===== src/rtl/bcd_seq_converter.sv =====
// bcd_seq_converter
//   Sequential binary-to-BCD converter using the shift-and-add-3 method. It
//   runs one add-3/shift iteration per clock, so it needs WIDTH iterations per
//   conversion. There is an optional two's-complement mode that produces a
//   sign flag plus the magnitude.
//
// Ports
//   clk       in   1      system clock, rising edge
//   rst       in   1      synchronous, active-high reset
//   start_i   in   1      request conversion; accepted only while ready_o=1
//   signed_i  in   1      treat bin_i as two's complement; sampled with start_i
//   bin_i     in   WIDTH  value to convert; sampled with start_i
//   ready_o   out  1      idle, a conversion can be accepted
//   busy_o    out  1      shift iterations in progress
//   done_o    out  1      one-cycle pulse: digit outputs updated
//   neg_o     out  1      sign of the last converted value
//   bcd_u_o   out  4      units digit
//   bcd_d_o   out  4      tens digit
//   bcd_c_o   out  4      hundreds digit
module bcd_seq_converter #(
  parameter int unsigned WIDTH = 8
) (
  input  logic             clk,
  input  logic             rst,
  input  logic             start_i,
  input  logic             signed_i,
  input  logic [WIDTH-1:0] bin_i,
  output logic             ready_o,
  output logic             busy_o,
  output logic             done_o,
  output logic             neg_o,
  output logic [3:0]       bcd_u_o,
  output logic [3:0]       bcd_d_o,
  output logic [3:0]       bcd_c_o
);

  localparam int unsigned CW = $clog2(WIDTH);
  localparam logic [CW-1:0] LAST = CW'(WIDTH - 1);

  typedef enum logic [1:0] {
    IDLE,
    SHIFT,
    DONE
  } state_t;

  state_t             state;
  logic [CW-1:0]      cnt;
  logic [WIDTH-1:0]   shreg;
  logic [11:0]        scratch;
  logic               sign;

  logic               neg_in;
  logic [WIDTH-1:0]   mag;
  logic [11:0]        adj;
  logic [WIDTH+11:0]  nxt;

  // Magnitude of the incoming operand. The most negative value negates to
  // itself, and that bit pattern is the correct unsigned magnitude.
  always_comb begin
    neg_in = signed_i & bin_i[WIDTH-1];
    mag    = neg_in ? (~bin_i + WIDTH'(1)) : bin_i;
  end

  // One shared add-3 stage per digit. The result is then shifted left by one
  // together with the binary shift register.
  always_comb begin
    adj = scratch;
    for (int unsigned i = 0; i < 3; i++) begin
      if (scratch[i*4 +: 4] >= 4'd5) begin
        adj[i*4 +: 4] = scratch[i*4 +: 4] + 4'd3;
      end
    end
    nxt = {adj, shreg} << 1;
  end

  always_ff @(posedge clk) begin
    if (rst) begin
      state   <= IDLE;
      ready_o <= 1'b1;
      busy_o  <= 1'b0;
      done_o  <= 1'b0;
      neg_o   <= 1'b0;
      bcd_u_o <= '0;
      bcd_d_o <= '0;
      bcd_c_o <= '0;
      cnt     <= '0;
      shreg   <= '0;
      scratch <= '0;
      sign    <= 1'b0;
    end else begin
      done_o <= 1'b0;
      unique case (state)
        IDLE: begin
          if (start_i) begin
            shreg   <= mag;
            sign    <= neg_in;
            scratch <= '0;
            cnt     <= '0;
            state   <= SHIFT;
            ready_o <= 1'b0;
            busy_o  <= 1'b1;
          end
        end
        SHIFT: begin
          scratch <= nxt[WIDTH+11:WIDTH];
          shreg   <= nxt[WIDTH-1:0];
          cnt     <= cnt + CW'(1);
          if (cnt == LAST) begin
            state  <= DONE;
            busy_o <= 1'b0;
          end
        end
        DONE: begin
          bcd_u_o <= scratch[3:0];
          bcd_d_o <= scratch[7:4];
          bcd_c_o <= scratch[11:8];
          neg_o   <= sign;
          done_o  <= 1'b1;
          state   <= IDLE;
          ready_o <= 1'b1;
        end
        default: begin
          state   <= IDLE;
          ready_o <= 1'b1;
          busy_o  <= 1'b0;
        end
      endcase
    end
  end

endmodule


===== config.mk =====
export PLATFORM = sky130hd
export DESIGN_NAME = bcd_seq_converter
export DESIGN_NICKNAME = d
export VERILOG_FILES = /design/src/rtl/bcd_seq_converter.sv
export SDC_FILE = /design/constraint.sdc
export NUM_CORES = 1
export LEC_CHECK = 0
export CAP_MARGIN = 20
export CORE_ASPECT_RATIO = 1.2
export CORE_MARGIN = 5
export CORE_UTILIZATION = 57
export CTS_CLUSTER_DIAMETER = 200
export DETAILED_ROUTE_END_ITERATION = 8
export PLACE_DENSITY = 0.87
export SLEW_MARGIN = 20
export SYNTH_ARGS = -nofsm -noshare
export SYNTH_HDL_FRONTEND = slang
export SYNTH_SLANG_ARGS = --single-unit
export TNS_END_PERCENT = 50

===== constraint.sdc =====
create_clock -name clk -period 4 [get_ports clk]
set_clock_uncertainty 0.05 [all_clocks]
set_input_delay 0.4 -clock clk [delete_from_list [all_inputs] [get_ports clk]]
set_output_delay 0.4 -clock clk [all_outputs]
set_load 0.05 [all_outputs]

==> impl_metrics.py <==
metrics = {
    "run": {
        "maxCapViolCount": 0,
    },
    "die": {
        "die_w_um": 62.52,
        "io_pins": 28,
        "die_h_um": 73.03,
        "die_area_um2": 4566,
        "num_rows": 23,
        "core_um2": 3281,
        "start_util_pct": 57.51,
    },
    "placed_design": {
        "io_buffers": 27,
        "post-place-cells": 275,
        "place_hpwl_mm": 2.704,
        "place.gp.congestion": 0.7823,
        "pre_cts_slack_ns": 1.833,
    },
    "route": {
        "drt_first_pass_iters": 5,
        "viasPerCell": 5.643,
        "drt_iter0_drc": 48,
        "drc": 0,
        "vias": 1597,
        "ant_nets": 0,
        "wl_mm": 3.684,
        "wl_per_cell_um": 13.02,
    },
    "finish": {
        "n_antenna_cell": 0,
        "fillers": 268,
        "final_cells": 283,
        "layout.nets": 266,
        "fin_util_pct": 68.73,
        "syn2layout_area_growth_pct": 19.50,
        "final_layout_size_suffix_gt1_share_pct": 5.285,
    },
    "power": {
        "p_switching_mw": 0.1968,
        "combPwrFrac_pct": 10.3,
        "switching_share_pct": 25.17,
        "seq_power_share_pct": 55.7,
        "peakVddDrop_mv": 0.2618,
        "power.density_nw_per_um2": 346.8,
        "pwr-share-clk_pct": 34.0,
        "power_leakage_nw": 0.8273,
        "internal-power_mw": 0.5852,
    },
    "global_route": {
        "grtUsageMet1_pct": 19.60,
        "met2_usage_pct": 31.34,
        "grt_use_total_pct": 17.69,
        "grt_use_met3_pct": 4.931,
        "antenna_found_initial": 0,
        "grt-busiest-layer": "met2",
        "grt_overflow": 0,
        "grt_max_degree": 24,
        "grt_pass1_vias": 1531,
        "grt_pass1_wl_mm": 6.527,
    },
    "yosys": {
        "netlist.area_leader.share_pct": 44.56,
        "synth.distinct_cells": 33,
        "syn-cell-area_um2": 1887,
        "yosysWarnings": 0,
        "synthTopCellsByArea": "dfxtp_1 45%, a21oi_1 7.4%, nand2_1 6.4%, ha_1 6.0%, xnor2_1 3.7%",
        "synth_top_area_cell": "dfxtp_1",
        "ys_ff_latch": 42,
        "synth_nets": 241,
        "postSynthCellCount": 220,
        "synthFlopType": "dfxtp_1",
        "synth_edf_count": 0,
        "syn_avg_cell_area_um2": 8.576,
        "synthArstFlopShare_pct": 0,
        "ys_seq_area_share_pct": 44.56,
    },
    "clock_tree": {
        "cts_hold_buf": 0,
        "clk_pin_slew_ns": 0.08,
        "worstSkewPairLatency_ns": 0.30,
        "cts_buffers": 5,
        "cts_root_buffer": "clkbuf_8",
        "cts_buffer_depth": 2,
        "tritoncts": "done",
        "htree_levels": 2,
        "post_cts_buffers": 0,
        "cts.repair.resized": 0,
        "clock-sinks": 42,
    },
    "min_path": {
        "holdCritPathClass": "reg -> reg",
    },
    "sta": {
        "setup_viol": 0,
        "fmax_mhz": 519.3,
        "setup_tns_ns": 0,
        "finalCriticalPeriod_ns": 1.926,
        "setup_slack_ns": 2.074,
        "period_share_pct": 48.14,
        "drv_slew": 0,
        "relSlewSlack_pct": 40.75,
        "grt_setup_unrepaired": "no",
        "worst_pin_slew_ns": 0.8870,
        "hold_viol_final": 0,
    },
    "worst_setup_path": {
        "path_buf_inv": 1,
        "cp_cell_sequence": "clkdlybuf4s50_1",
        "cp_max_fo": 2,
        "crit_path_top_delay_cell": "clkdlybuf4s50_1",
        "arrival_ns": 1.48,
        "startpoint_type": "register",
        "path_class": "reg -> out",
        "required_ns": 3.55,
        "end_kind": "output port",
        "slowest_delay_ns": 0.83,
        "cp_top_family": "buffers and inverters",
    },
    "status": {
        "status": "finished, final reports clean",
    },
}
-- cells in the final DEF (no fill, tap or decap), drive strengths merged --
master         Yosys  layout
nand2             32      32
mux2               1       1
o41ai              1       1
o21ai              7       7
o21bai             1       1
nor3b              1       1
nor2              18      18
clkdlybuf4s50      0      27
or3b               1       1
ha                 9       9
clkbuf             6       6
or3                2       2
a222oi             3       3
a22oi              5       5
mux2i              3       3
a31oi              2       2
clkinv             0       2
a21oi             28      28
and2               1       1
nor2b              2       2
or4                1       1
dfxtp             42      42
nand2b             6       6
a22o               6       6
nor3               4       4
nand3b             1       1
buf                4       1
xnor2              8       8
nand3              7       7
xor2               2       2
o32a               1       1
o311ai             1       1
o22ai              3       3
inv               11      11
-- power by group through the flow --
stage,registers (mW),logic [mW],clock network (mW)
after floorplan,0.450,0.0469,0
after CTS,0.435,0.0809,0.273
after detailed placement,0.445,0.0806,0
after global routing,0.437,0.0889,0.293
final,0.436,0.0803,0.266
after global placement,0.445,0.0788,0
-- cells in the mapped netlist, types with 5 or more instances --
| cell | instances |
|---|---|
| nor2_1 | 18 |
| nand2_1 | 32 |
| dfxtp_1 | 42 |
| nand2b_1 | 6 |
| o21ai_0 | 6 |
| xnor2_1 | 8 |
| inv_1 | 11 |
| nand3_1 | 7 |
| ha_1 | 9 |
| a21oi_1 | 28 |
| a22o_1 | 6 |
| clkbuf_1 | 6 |
| a22oi_1 | 5 |
-- metal layers --
layer  share of wire [%]  vias up
met3                 5.3        8
met1                  43      741
li1                    -      814
met5                   0        -
met4                 2.4        0
met2                  49       34
-- kinds of logic (layout without fill, tap and decap cells) --
logic type	Yosys count	in the layout	share of synthesized area, %
simple gates	76	76	18.44
compound gates	58	58	19.76
flops	42	42	44.56
buf+inv	21	47	4.443
xor+xnor	10	10	4.642
fa+ha+maj	9	9	5.968
mux	4	4	2.188
-- through the flow --
step                      total power, mW  instance area, um2  hold slack, ns
after floorplan                    0.4969                1887          0.3816
final                              0.7820                2255          0.4044
after global routing               0.8193                2255          0.4232
after global placement             0.5237                2168          0.3916
after CTS                          0.7896                2255          0.4073
after detailed placement           0.5259                2168          0.3959
-- cell type report --
cell class | instances | area, um2 | share of cell area, %
multi-input combinational | 157 | 962.2 | 42.67
clock inverter | 2 | 13.76 | 0.6104
inverter | 11 | 41.29 | 1.831
timing repair buffer | 28 | 277.8 | 12.32
tap | 37 | 46.29 | 2.053
sequential | 42 | 840.8 | 37.29
clock buffer | 6 | 72.57 | 3.219
-- path summary, 6_finish.rpt --
kind              startpoint    endpoint  slack [ns]  depth (start not counted)
hold reg to reg   bcd_u_o[3]  bcd_u_o[3]        0.40                          2
hold / removal    bcd_u_o[3]  bcd_u_o[3]        0.40                          2
setup / recovery  bcd_u_o[1]  bcd_u_o[1]        2.07                          1
setup reg to reg    state[0]    shreg[5]        2.27                          3
-- sequential cells by signal, indices dropped and copies added, names as in the netlist --
| signal | flops |
|---|---|
| bcd_c_o | 4 |
| bcd_d_o | 4 |
| bcd_u_o | 4 |
| busy_o | 1 |
| cnt | 3 |
| done_o | 1 |
| neg_o | 1 |
| ready_o | 1 |
| scratch | 12 |
| shreg | 8 |
| sign | 1 |
| state | 2 |
(Power assumes the default switching activity.)
